### config.mk
export PLATFORM = sky130hd
export DESIGN_NAME = rob_completion_arbiter_flat
export DESIGN_NICKNAME = d
export VERILOG_FILES = /design/src/rtl/rob_completion_arbiter_if.sv /design/src/rtl/rob_completion_arbiter.sv /design/src/flat_wrapper.sv
export SDC_FILE = /design/constraint.sdc
export NUM_CORES = 1
export LEC_CHECK = 0
export CORE_MARGIN = 4
export CORE_UTILIZATION = 30
export CTS_CLUSTER_DIAMETER = 60
export DETAILED_ROUTE_END_ITERATION = 8
export HOLD_SLACK_MARGIN = 0.06
export PLACE_DENSITY = 0.52
export SLEW_MARGIN = 25
export SYNTH_ARGS = -nofsm -noshare
export SYNTH_HDL_FRONTEND = slang
export SYNTH_SLANG_ARGS = --single-unit
### constraint.sdc
create_clock -name clock -period 3.8 [get_ports clock]
set_input_delay 0.76 -clock clock [delete_from_list [all_inputs] [get_ports clock]]
set_output_delay 0.76 -clock clock [all_outputs]
set_load 0.005 [all_outputs]
### src/rtl/rob_completion_arbiter_if.sv
`default_nettype none
// ============================================================================
//  Module   : rob_completion_arbiter_if
//  Purpose  : Bundle of completion request/grant signals between the execute
//             stage functional units and the ROB completion arbiter.
//  Signals  : req_valid      unit i presents a completion
//             req_tag        unit i tag at [i*ROB_ADDR_WIDTH +: ROB_ADDR_WIDTH]
//             req_ready      unit i's completion is accepted this cycle
//             complete_instr completion strobe towards the ROB
//             completed_addr ROB tag being completed
//             grant          one-hot, which unit buffer drives the port
//  Modports : master - functional-unit / ROB side
//             slave  - arbiter side
//  Revision : 1.0 - initial release
// ============================================================================
interface rob_completion_arbiter_if #(
  parameter int NUM_REQ        = 4,
  parameter int ROB_ADDR_WIDTH = 3
);

  logic [NUM_REQ-1:0]                req_valid;
  logic [NUM_REQ*ROB_ADDR_WIDTH-1:0] req_tag;
  logic [NUM_REQ-1:0]                req_ready;
  logic                              complete_instr;
  logic [ROB_ADDR_WIDTH-1:0]         completed_addr;
  logic [NUM_REQ-1:0]                grant;

  modport master (
    output req_valid,
    output req_tag,
    input  req_ready,
    input  complete_instr,
    input  completed_addr,
    input  grant
  );

  modport slave (
    input  req_valid,
    input  req_tag,
    output req_ready,
    output complete_instr,
    output completed_addr,
    output grant
  );

endinterface
`default_nettype wire

### src/rtl/rob_completion_arbiter.sv
`default_nettype none
// ============================================================================
//  Module   : rob_completion_arbiter
//  Purpose  : Shares the ROB's single completion port among NUM_REQ functional
//             units. Each unit hands over a finished instruction's ROB tag
//             into a one-entry buffer; one buffered tag per cycle is granted
//             round-robin onto complete_instr/completed_addr.
//  Ports    : clock - system clock, rising edge
//             reset - asynchronous, active-high
//             flush - synchronous, discards all buffered completions
//             bus   - request/grant bundle (slave modport)
//  Revision : 1.0 - initial release
// ============================================================================
module rob_completion_arbiter #(
  parameter int NUM_REQ        = 4,
  parameter int ROB_ADDR_WIDTH = 3
) (
  input  wire logic                 clock,
  input  wire logic                 reset,
  input  wire logic                 flush,
  rob_completion_arbiter_if.slave   bus
);

  localparam int PTR_W = $clog2(NUM_REQ);
  localparam int SUM_W = PTR_W + 1;
  localparam logic [PTR_W-1:0] LAST_IDX = PTR_W'(NUM_REQ - 1);

  // Per-unit one-entry buffers and the round-robin priority pointer
  logic [NUM_REQ-1:0]        pend_valid_q, pend_valid_d;
  logic [ROB_ADDR_WIDTH-1:0] pend_tag_q [NUM_REQ];
  logic [ROB_ADDR_WIDTH-1:0] pend_tag_d [NUM_REQ];
  logic [PTR_W-1:0]          rr_ptr_q, rr_ptr_d;

  logic [NUM_REQ-1:0]        grant;
  logic                      grant_any;
  logic [PTR_W-1:0]          grant_idx;
  logic [NUM_REQ-1:0]        req_ready;
  logic [NUM_REQ-1:0]        xfer;
  logic [ROB_ADDR_WIDTH-1:0] in_tag [NUM_REQ];

  logic [SUM_W-1:0]          scan_sum;
  logic [PTR_W-1:0]          scan_idx;

  // Arbitration: first pending buffer at or after rr_ptr, wrapping at NUM_REQ.
  // The sum is one bit wider than the pointer so non-power-of-2 wrap is exact.
  always_comb begin
    grant     = '0;
    grant_any = 1'b0;
    grant_idx = '0;
    scan_sum  = '0;
    scan_idx  = '0;
    for (int off = 0; off < NUM_REQ; off++) begin
      scan_sum = {1'b0, rr_ptr_q} + SUM_W'(off);
      if (scan_sum >= SUM_W'(NUM_REQ)) begin
        scan_sum = scan_sum - SUM_W'(NUM_REQ);
      end
      scan_idx = scan_sum[PTR_W-1:0];
      if (!grant_any && pend_valid_q[scan_idx]) begin
        grant_any = 1'b1;
        grant_idx = scan_idx;
      end
    end
    if (grant_any) begin
      grant[grant_idx] = 1'b1;
    end
  end

  // A unit may hand over when its buffer is empty or is being drained this
  // cycle, which lets a lone unit stream one completion per cycle.
  generate
    for (genvar i = 0; i < NUM_REQ; i++) begin : g_unit
      assign req_ready[i] = !reset && !flush && (!pend_valid_q[i] || grant[i]);
      assign xfer[i]      = bus.req_valid[i] && req_ready[i];
      assign in_tag[i]    = bus.req_tag[i*ROB_ADDR_WIDTH +: ROB_ADDR_WIDTH];
    end
  endgenerate

  always_comb begin
    pend_valid_d = pend_valid_q;
    pend_tag_d   = pend_tag_q;
    rr_ptr_d     = rr_ptr_q;
    if (flush) begin
      // The pointer is deliberately left alone; only the buffers are dropped
      pend_valid_d = '0;
    end else begin
      pend_valid_d = pend_valid_q & ~grant;
      // A load in the same edge as the drain wins, so streaming never bubbles
      for (int i = 0; i < NUM_REQ; i++) begin
        if (xfer[i]) begin
          pend_valid_d[i] = 1'b1;
          pend_tag_d[i]   = in_tag[i];
        end
      end
      if (grant_any) begin
        rr_ptr_d = (grant_idx == LAST_IDX) ? '0 : grant_idx + PTR_W'(1);
      end
    end
  end

  always_ff @(posedge clock or posedge reset) begin
    if (reset) begin
      pend_valid_q <= '0;
      rr_ptr_q     <= '0;
      for (int i = 0; i < NUM_REQ; i++) begin
        pend_tag_q[i] <= '0;
      end
    end else begin
      pend_valid_q <= pend_valid_d;
      rr_ptr_q     <= rr_ptr_d;
      for (int i = 0; i < NUM_REQ; i++) begin
        pend_tag_q[i] <= pend_tag_d[i];
      end
    end
  end

  // Outputs derive from state cleared asynchronously, so they fall at once
  // when reset rises.
  assign bus.req_ready      = req_ready;
  assign bus.grant          = grant;
  assign bus.complete_instr = grant_any;
  assign bus.completed_addr = grant_any ? pend_tag_q[grant_idx] : '0;

endmodule
`default_nettype wire

### src/flat_wrapper.sv
// flat-port wrapper written by rule: the top's interface ports become plain ports
module rob_completion_arbiter_flat 
#(
  parameter int NUM_REQ        = 4,
  parameter int ROB_ADDR_WIDTH = 3
)
  (clock, reset, flush, bus_req_valid, bus_req_tag, bus_req_ready, bus_complete_instr, bus_completed_addr, bus_grant);
  rob_completion_arbiter_if #(.NUM_REQ(NUM_REQ), .ROB_ADDR_WIDTH(ROB_ADDR_WIDTH)) bus_i ();
  input  wire logic clock;
  input  wire logic reset;
  input  wire logic flush;
  input wire logic [$bits(bus_i.req_valid)-1:0] bus_req_valid;
  input wire logic [$bits(bus_i.req_tag)-1:0] bus_req_tag;
  output wire logic [$bits(bus_i.req_ready)-1:0] bus_req_ready;
  output wire logic [$bits(bus_i.complete_instr)-1:0] bus_complete_instr;
  output wire logic [$bits(bus_i.completed_addr)-1:0] bus_completed_addr;
  output wire logic [$bits(bus_i.grant)-1:0] bus_grant;
  assign bus_i.req_valid = bus_req_valid;
  assign bus_i.req_tag = bus_req_tag;
  assign bus_req_ready = bus_i.req_ready;
  assign bus_complete_instr = bus_i.complete_instr;
  assign bus_completed_addr = bus_i.completed_addr;
  assign bus_grant = bus_i.grant;
  rob_completion_arbiter #(.NUM_REQ(NUM_REQ), .ROB_ADDR_WIDTH(ROB_ADDR_WIDTH)) u_core (.clock(clock), .reset(reset), .flush(flush), .bus(bus_i));
endmodule
# After elaboration in Yosys (flattened, before gate mapping)
# Index checks and enable logic that the tools add are counted.
# totals
ff_bits	18
out_inout_bits	12
# op_classes
n_lt_le_gt_ge	11
reduce_logical	31
mux	33
n_eq_ne	1
n_bitwise	4
add_sub_neg	8
# op_table
cell	n
$mux W2	9
$lt A2 B3 Y1 const B	5
$logic_and A1 B1 Y1	13
$mux W1	13
$ge A3 B3 Y1 const B	4
$reduce_and A2 Y1	5
$logic_not A1 Y1	9
$mux W3	3
$bmux W1 S2	4
$mux W4	2
$sub A2 B1 Y2 const B	4
$add A2 B2 Y3 const B	2
$bmux W3 S2	1
$and A4 B4 Y4	1
$logic_or A1 B1 Y1	4
$not A4 Y4	1
$add A2 B1 Y3 const B	1
$ge A2 B3 Y1 const B	1
$not A2 Y3	1
$add A2 B1 Y2 const B	1
$demux W1 S2	1
$eq A2 B2 Y1 const B	1
$ge A2 B1 Y1 const B	1
$not A1 Y1	1

# Longest topological paths before layout
# logic_depth
word_depth	24
ltp_mapped	10
ltp_nobuf	9

# Least setup slack after synthesis
# OpenSTA, ideal clock, no wires.
# synth_path
path_kind	reg-to-output
start	reg u_core.pend_valid_q[0]
end	out bus_req_ready[1]
slack_ns	1.548
stages_incl_launch_ff	9
t_arrival_ns	1.492
n_path_buf	1
cell_sequence	dfrtp_1 > a21o_1 > a21oi_1 > o22a_2 > buf_6 > inv_1 > ha_1 > nand2b_1 > nor3b_2
# synth_via
elab_chain_cells	19
elab_cells_between_ends	30
classes_between	order compare (2); mux (19); reduce/logical (9)
# synth_lines
item	line_no	rtl
start: declaration	rob_completion_arbiter.sv:29	logic [NUM_REQ-1:0] pend_valid_q, pend_valid_d;
start signal: assignment	rob_completion_arbiter.sv:108	pend_valid_q <= pend_valid_d;
$bmux W1 S2	rob_completion_arbiter.sv:58	if (!grant_any && pend_valid_q[scan_idx]) begin
$mux W1 (not written as such)	rob_completion_arbiter.sv:58	
$mux W1	rob_completion_arbiter.sv:58	
$logic_not A1 Y1	rob_completion_arbiter.sv:58	
$logic_and A1 B1 Y1	rob_completion_arbiter.sv:58	
$mux W1	rob_completion_arbiter.sv:58	
$logic_not A1 Y1	rob_completion_arbiter.sv:58	
$logic_and A1 B1 Y1	rob_completion_arbiter.sv:58	
[3 not listed]	n/a	
$mux W2	rob_completion_arbiter.sv:58	
$lt A2 B3 Y1 (not written as such) / $ge A2 B1 Y1 (equally long branches)	rob_completion_arbiter.sv:64	grant[grant_idx] = 1'b1;
$logic_and A1 B1 Y1 (not written as such)	rob_completion_arbiter.sv:64	
$mux W1 (not written as such)	rob_completion_arbiter.sv:64	
$demux W1 S2	n/a	
$mux W4 *	rob_completion_arbiter.sv:63	if (grant_any) begin
$logic_or A1 B1 Y1 *	rob_completion_arbiter.sv:72	assign req_ready[i] = !reset && !flush && (!pend_valid_q[i] || grant[i]);
$logic_and A1 B1 Y1 *	rob_completion_arbiter.sv:72	
end: declaration	flat_wrapper.sv:14	output wire logic [$bits(bus_i.req_ready)-1:0] bus_req_ready;
# Mark *: on every way between the ends. The rest lies on a longest branch, timed or not. The select of a mux whose other input is x is not followed.

# Worst setup path after layout
# Same ends and word-level chain as after synthesis.

==> impl_results.md <==
- Top cells by area, synth: dfrtp_1 (46%), mux2_2 (15%), mux2i_1 (6.1%), ha_1 (5.1%), nor3b_2 (5.1%)
- Synth Area in XOR/XNOR: 0%
- Post-route ant nets: 0
- Nets: 143
- Peak VDD IR: 0.172 mV
- Internal: 0.383 mW
- FF-to-FF Start: u_core.pend_valid_q[0]
- PD cells: 388 mW/mm^2
- Commonest non-fill, non-tap cell in the layout: clkdlybuf4s50_1
- Crit path DAT: 2.47 ns
- R2R depth: 9
- CTS Root Cell: clkbuf_4
- Routed wire length: 2010 um
- Post_cts resized: 0
- Max Clk Rate: 310 MHz
- Number of global-route vias before repair: 765
- CTS sink cnt: 18
- Filler Cells Inserted: 326
- Warnings from Yosys: 0
- HP Class: flop to flop
- Setup ws final: 0.574 ns
- Compound-Gate Fraction of Synth Area: 9.99%
- Syn_area_per_cell: 11.4 sq um
- DRT iter0 DRCs: 12
- Top Ports: 31
- Crit Reg-Reg Endpoint: u_core.pend_tag_q[6]
- Wire length per cell: 12.3 um
- Clock power frac: 22.5%
- Post CTS Setup Buffer Count: 0
- Cts hold-fix bufs: 0
- Global placement routability congestion: 0.765
- Die Wd: 65.4 um
- Switch Pwr: 0.147 mW
- Skew final: 0.000714 ns
- DR DRC count: 0
- Ant. Diodes: 0
- Initial Util: 31.9%
- Slew headroom: 55.7%
- Synth top area share: 45.5%
- Crit path time final: 3.23 ns
- TritonRoute pass-1 iters: 4
- Layout area overhead: 37.9%
- Max Buffers Root-to-Sink: 2
- Main combinational cell family by area after synthesis: multiplexers
- Slew Limit Fails: 0
- Rows: 20
- Reg clk slew, reported paths: 0.10 ns
- Worst-margin pin slew: 0.664 ns
- Switching Fraction: 27.7%
- CTS Buf Count: 3
- Global-route wire length before repair: 3330 um
- Leakage power: 0.570 nW
- Grt ovf: 0
- Die area: 0.00428 sq mm
- Post-layout utilization of the core: 44.0%
- Post-Synth Adder-Cell Area: 5.06%
- Gate power share: 29.1%
- WHS Path Cells: 1
- Post-synthesis instance area: 990 sq um
- Clk_lat worst skew: 0.29 ns
- Share of post-route cells with drive strength above 1: 19.3%
- Post-Syn Nets: 110
- TNS Setup: 0 ns
- Biggest area consumer among synthesized cells: dfrtp_1
- Core area: 0.00310 sq mm
- Initial antenna violation count: 0
- Post-synth cell types: 21
- Dpl hpwl: 1650 um
- Startpoint Class: flop
- Via count: 765
- Reg power frac: 48.4%
- Crit path capture type: output port
- Hold Crit Start: u_core.pend_tag_q[8]
- Seq cells post-synth: 18
- Crit share post-route: 84.9%
- Simple-Gate Fraction of Synth Area: 14.7%
- Most frequent cells in the layout: clkdlybuf4s50_1 (30), dfrtp_1 (18), mux2_2 (13), a21oi_1 (7)
- Hold Vio Cnt, Final: 0
- CTS H-tree lvls: 1
- Vias per cell: 4.69
- Largest net degree at the start of global routing: 19
- Register area share after synthesis: 45.5%
- Setup-failing EPs final: 0
- RSZ-0062 raised after global routing: no
- IO buf count: 30
- Max cap viols: 0
- Setup WS pre-CTS: 0.844 ns
- Die Span Y: 65.4 um
- Worst Hold End: u_core.pend_tag_q[8]
- Crit Path Class: flop to output port
- CP max FO: 9
- Req. time, crit path: 3.04 ns
- Synthesized instance count: 87
- Power Total: 0.530 mW
- GRT Util Overall: 10.1%
- R2R Setup Slk: 1.45 ns
- Outcome: finished, final reports clean
- TritonCTS clock tree: done
- Mux cell area share after synthesis: 20.9%
## per-layer routing
layer,share of wire (%),global-route usage [%],vias up,wire length (um)
met3,6.8,2.56,4,136
met5,0,0,-,0
met1,45,12.3,370,904
met2,47,16.8,22,938
li1,-,-,369,-
met4,1.6,4.66,0,33
## logic make-up after synthesis
family | after synthesis
simple gates | 22
mux | 19
flops | 18
fa+ha+maj | 4
buf+inv | 8
compound gates | 16
## synthesized netlist by cell type, drive strengths merged
cell type,number
a211o,1
a21o,1
a21oi,7
a31oi,1
and2,4
buf,2
dfrtp,18
ha,4
inv,6
mux2,13
mux2i,6
nand2,6
nand2b,5
nand3,1
nor2,1
nor3b,4
o21ai,1
o22a,1
o22ai,4
or2b,1
## sequential cells by signal, indices dropped and copies added, names as in the netlist
name	count
u_core.pend_tag_q	12
u_core.pend_valid_q	4
u_core.rr_ptr_q	2
## worst max-delay path, cell delays in order, from the launching register on
cell and delay, ns:
dfrtp_1 0.43, a21o_1 0.19, a21oi_1 0.14, o22a_2 0.32
inv_1 0.10, ha_1 0.20, nand2b_1 0.16, nor3b_2 0.17
clkdlybuf4s50_1 0.46
## stage by stage
stage                     area, sq um  instances  hold WS [ns]
after global routing             1370        163         0.541
after CTS                        1370        163         0.517
final                            1370        163         0.513
after global placement           1330        159         0.487
after detailed placement         1330        159         0.493
after floorplan                   990         87         0.479
## power by group through the flow
stage | combinational, mW | clock [mW] | sequential, mW
2_1_floorplan | 0.0948 | 0 | 0.252
3_3_place_gp | 0.155 | 0 | 0.259
3_5_place_dp | 0.156 | 0 | 0.261
4_1_cts | 0.157 | 0.124 | 0.256
5_1_grt | 0.171 | 0.129 | 0.262
6_report | 0.154 | 0.119 | 0.257
## worst max-delay path by stage
stage / startpoint / end / slack (ns) / cells after the start
6_report: u_core.pend_valid_q[0] / bus_req_ready[1] / 0.57 / 8
5_1_grt: u_core.pend_valid_q[2] / bus_req_ready[1] / 0.37 / 8
4_1_cts: u_core.pend_valid_q[0] / bus_req_ready[1] / 0.55 / 8
3_5_place_dp: flush / bus_req_ready[1] / 0.84 / 3
3_3_place_gp: flush / bus_req_ready[1] / 0.86 / 3
2_1_floorplan: u_core.pend_valid_q[0] / bus_req_ready[1] / 1.55 / 8
## layout make-up
class / count / area, sq um / share of cell area [%]
Multi-Input combinational cell: 61 / 500 / 36.7
Sequential cell: 18 / 450 / 33.0
Timing Repair Buffer: 30 / 300 / 22.0
Tap cell: 44 / 55.1 / 4.03
Clock buffer: 4 / 36.3 / 2.66
Inverter: 6 / 22.5 / 1.65
No activity file was read; power rests on OpenSTA's default activity.
==> RTL change 1, RTL diff (config.mk and constraints unchanged) <==
Make the reset (`reset`) synchronous in one clocked block. Comments in the files are not updated.
--- a/src/rtl/rob_completion_arbiter.sv
+++ b/src/rtl/rob_completion_arbiter.sv
@@ -98,5 +98,5 @@
   end
 
-  always_ff @(posedge clock or posedge reset) begin
+  always_ff @(posedge clock) begin
     if (reset) begin
       pend_valid_q <= '0;
Behaviour: differs if reset is asserted again (counterexample within 4 cycles, from zero or initial values and one cycle with reset high); with reset held inactive, the same outputs for 10 cycles.
==> RTL change 1 against the original RTL <==
Design area down 2.2%. Via count up 19%. Routed wire length up 14%. Power down 22%. Die area down 3.8%. Register-to-register slack better by 0.14 ns. Global-route usage up 1.7 points. Utilization up 0.099 points. Sequential cell count unchanged. Non-clock buffer count up 2. Area after synthesis down 4.3%. Final cell count up 17%. Worst setup slack worse by 0.14 ns. Critical endpoint is now bus_req_ready[2].
==> RTL change 1: results <==
export IMPL_outcome="completed"
export IMPL_yosys_top_cells_area="dfxtp_1 (38%), a21oi_1 (7.4%), nand2_1 (7.1%)"
export IMPL_wl_per_cell_um=12.0
export IMPL_synth_common_cells="dfxtp_1 (18), nand2_1 (18), a21oi_1 (14)"
export IMPL_slowest_stage="clkdlybuf4s50_1"
export IMPL_grt_pass1_wl_um=3930
export IMPL_synth_main_ff_cell="dfxtp_1"
export IMPL_placed_area_um2=1300
export IMPL_drt_iter0_drc=34
export IMPL_hp_start="u_core.pend_tag_q[6]"
export IMPL_synth_nets=137
export IMPL_synth_area_per_cell_um2=8.31
export IMPL_p_leak_nw=0.488
export IMPL_max_stage_delay_ns=0.57
export IMPL_seq_area_frac_synth_pct=38.0
export IMPL_synthArstFlopShare_pct=0
export IMPL_regToRegEndpoint="u_core.pend_tag_q[7]"
export IMPL_fillers=321
export IMPL_endpoint="bus_req_ready[2]"
export IMPL_ys_types=23
export IMPL_routed_wl_um=2290
export IMPL_dp_hpwl_um=1840
export IMPL_max_vdd_ir_drop_mv=0.178
export IMPL_placedCellCount=187
export IMPL_via_per_inst=4.78
export IMPL_skew_ns=0.00469
export IMPL_first_global_vias=909
export IMPL_gp_congestion=0.707
export IMPL_crit_start="u_core.pend_valid_q[0]"
export IMPL_final_nets=171
## RTL change 1: final cells by class
type / count / share of cell area, %
inverters: 5 / 1.41
clock buffers: 4 / 2.72
well taps: 44 / 4.12
flip-flops and latches: 18 / 27.0
multi-input cells: 88 / 41.1
repair buffers: 32 / 23.6
## RTL change 1: worst max-delay path: cells and delay by family, from the launching register on
kind | cells | cell delay [ns]
fa+ha+maj | 1 | 0.26
flops | 1 | 0.37
compound gates | 3 | 0.79
buf+inv | 1 | 0.57
simple gates | 2 | 0.32
## RTL change 1: metal layers
metal	part of all wire (%)	GRT usage, %	up-vias
met1	46	14.4	421
met2	49	20.8	21
li1	-	-	469
met3	4.5	2.11	2
met4	0.83	3.96	0
met5	0	0	-
## RTL change 1: kinds of logic after synthesis
logic type	Yosys count	synth area share, %
flops	18	38.0
simple gates	50	28.3
compound gates	28	18.1
buf+inv	8	3.96
mux	6	6.34
fa+ha+maj	4	5.28
## RTL change 1: how the worst min path moves through the flow
stage / depth (start not counted) / slack, ns / end
finish: 2 / 0.46 / u_core.pend_tag_q[6]
detailed placement: 2 / 0.45 / u_core.pend_tag_q[8]
floorplan: 2 / 0.44 / u_core.pend_tag_q[10]
global route: 2 / 0.48 / u_core.pend_tag_q[6]
global placement: 2 / 0.44 / u_core.pend_tag_q[7]
CTS: 2 / 0.46 / u_core.pend_tag_q[8]
## RTL change 1: through the flow
| step | power (W) | util [%] | worst slack (ns) |
|---|---|---|---|
| after CTS | 0.000421 | 44.1 | 0.402 |
| after global routing | 0.000436 | 44.1 | 0.241 |
| after detailed placement | 0.000302 | 42.9 | 0.532 |
| after global placement | 0.000301 | 42.9 | 0.602 |
| after floorplan | 0.000254 | - | 1.62 |
| final | 0.000413 | 44.1 | 0.437 |
## RTL change 1: power by group through the flow
stage / sequential [W] / clock (W) / combinational [W]
6_report: 0.000203 / 0.000116 / 0.0000936
5_1_grt: 0.000205 / 0.000128 / 0.000103
4_1_cts: 0.000203 / 0.000123 / 0.0000948
3_5_place_dp: 0.000208 / 0 / 0.0000944
3_3_place_gp: 0.000208 / 0 / 0.0000937
2_1_floorplan: 0.000206 / 0 / 0.0000484
==> RTL change 2, RTL diff (same settings) <==
Made on the original files. `ROB_ADDR_WIDTH` is set to 3 in 3 places; all go to 4.
--- a/src/rtl/rob_completion_arbiter_if.sv
+++ b/src/rtl/rob_completion_arbiter_if.sv
@@ -16,5 +16,5 @@
 interface rob_completion_arbiter_if #(
   parameter int NUM_REQ        = 4,
-  parameter int ROB_ADDR_WIDTH = 3
+  parameter int ROB_ADDR_WIDTH = 4
 );
 
--- a/src/rtl/rob_completion_arbiter.sv
+++ b/src/rtl/rob_completion_arbiter.sv
@@ -14,5 +14,5 @@
 module rob_completion_arbiter #(
   parameter int NUM_REQ        = 4,
-  parameter int ROB_ADDR_WIDTH = 3
+  parameter int ROB_ADDR_WIDTH = 4
 ) (
   input  wire logic                 clock,
--- a/src/flat_wrapper.sv
+++ b/src/flat_wrapper.sv
@@ -3,5 +3,5 @@
 #(
   parameter int NUM_REQ        = 4,
-  parameter int ROB_ADDR_WIDTH = 3
+  parameter int ROB_ADDR_WIDTH = 4
 )
   (clock, reset, flush, bus_req_valid, bus_req_tag, bus_req_ready, bus_complete_instr, bus_completed_addr, bus_grant);
Ports: changed (resized bus_completed_addr and bus_req_tag); port bits go from 31 to 36. No check against the original RTL was run, so the function may have changed too.
==> RTL change 2 against the original RTL <==
Sequential cell count rose by 4. Worst setup slack got worse by 0.057 ns. Power rose by 40%. Area after synthesis rose by 17%. Routed wire length rose by 22%. Design area rose by 19%. Fmax fell by 1.7%. Largest cell class unchanged. Largest power group unchanged.
==> RTL change 2: results <==
export IMPL_ys_types=23
export IMPL_grt_use_met2_pct=18.9
export IMPL_nNonClkBuffers=36
export IMPL_synth_seq_cells=22
export IMPL_nClkBuffers=3
export IMPL_critPathTopFamily="buffers and inverters"
export IMPL_reg_largest_list="u_core.pend_tag_q (16), u_core.pend_valid_q (4), u_core.rr_ptr_q (2)"
export IMPL_hp_start="u_core.pend_tag_q[15]"
export IMPL_final_nets=161
export IMPL_p_int_w=0.000552
export IMPL_port_buffers=35
export IMPL_crit_arrival_ns=2.52
export IMPL_seq_share_pct=33.9
export IMPL_regToRegEndpoint="u_core.pend_tag_q[11]"
export IMPL_grt_max_degree=23
export IMPL_dp_hpwl_um=2010
export IMPL_p_leak_nw=0.671
export IMPL_multi_input_gates=67
export IMPL_top_layer_used="met3"
export IMPL_path_max_fanout=5
export IMPL_max_vdd_ir_drop_mv=0.216
export IMPL_drive_above_1_share_pct=21.1
export IMPL_clock_tree_area_fraction_pct=4.39
export IMPL_endpoint="bus_req_ready[3]"
export IMPL_outcome="completed"
export IMPL_r2r_setup_slack_ns=1.37
export IMPL_placed_area_um2=1550
export IMPL_crit_start="u_core.rr_ptr_q[0]"
export IMPL_final_nonclk_buf_share_pct=22.1
export IMPL_skew_ns=0.00662
export IMPL_worst_hold_slack_ns=0.516
export IMPL_wl_per_cell_um=13.6
export IMPL_clk_latency_ns=0.26
export IMPL_first_global_vias=962
export IMPL_gp_congestion=0.726
export IMPL_seq_area_frac_synth_pct=47.5
export IMPL_relSlewSlack_pct=42.9
export IMPL_yosys_top_cells_area="dfrtp_1 (48%), mux2_2 (16%), mux2i_1 (7.8%)"
export IMPL_multi_input_area_um2=568
export IMPL_wl_met2_um=1300
export IMPL_nNonClkInverters=4
export IMPL_met1_usage_pct=13.3
export IMPL_min_to="u_core.pend_tag_q[15]"
export IMPL_cts_root_buf="clkbuf_8"
export IMPL_initial_utilization_pct=31.4
==> RTL change 2: metrics by stage <==
stage | std cells | total power (W) | setup WS (ns)
after floorplan | 97 | 0.000439 | 1.42
after global placement | 177 | 0.000523 | 0.805
after detailed placement | 177 | 0.000529 | 0.779
after CTS | 181 | 0.000748 | 0.504
after global routing | 181 | 0.000783 | 0.250
final | 181 | 0.000741 | 0.517
==> RTL change 2: logic make-up after synthesis <==
family / Yosys count / share of synthesized area (%)
and+or+nand+nor: 23 / 12.9
muxes: 26 / 24.6
DFF: 22 / 47.5
adders and majority gates: 4 / 4.32
buffers and inverters: 8 / 3.45
AOI/OAI and AO/OA: 14 / 7.23
==> RTL change 2: power groups by stage <==
stage	clock network, W	registers, W	logic, W
2_1_floorplan	0	0.000310	0.000129
3_3_place_gp	0	0.000319	0.000204
3_5_place_dp	0	0.000322	0.000207
4_1_cts	0.000223	0.000317	0.000209
5_1_grt	0.000234	0.000324	0.000225
6_report	0.000220	0.000317	0.000204
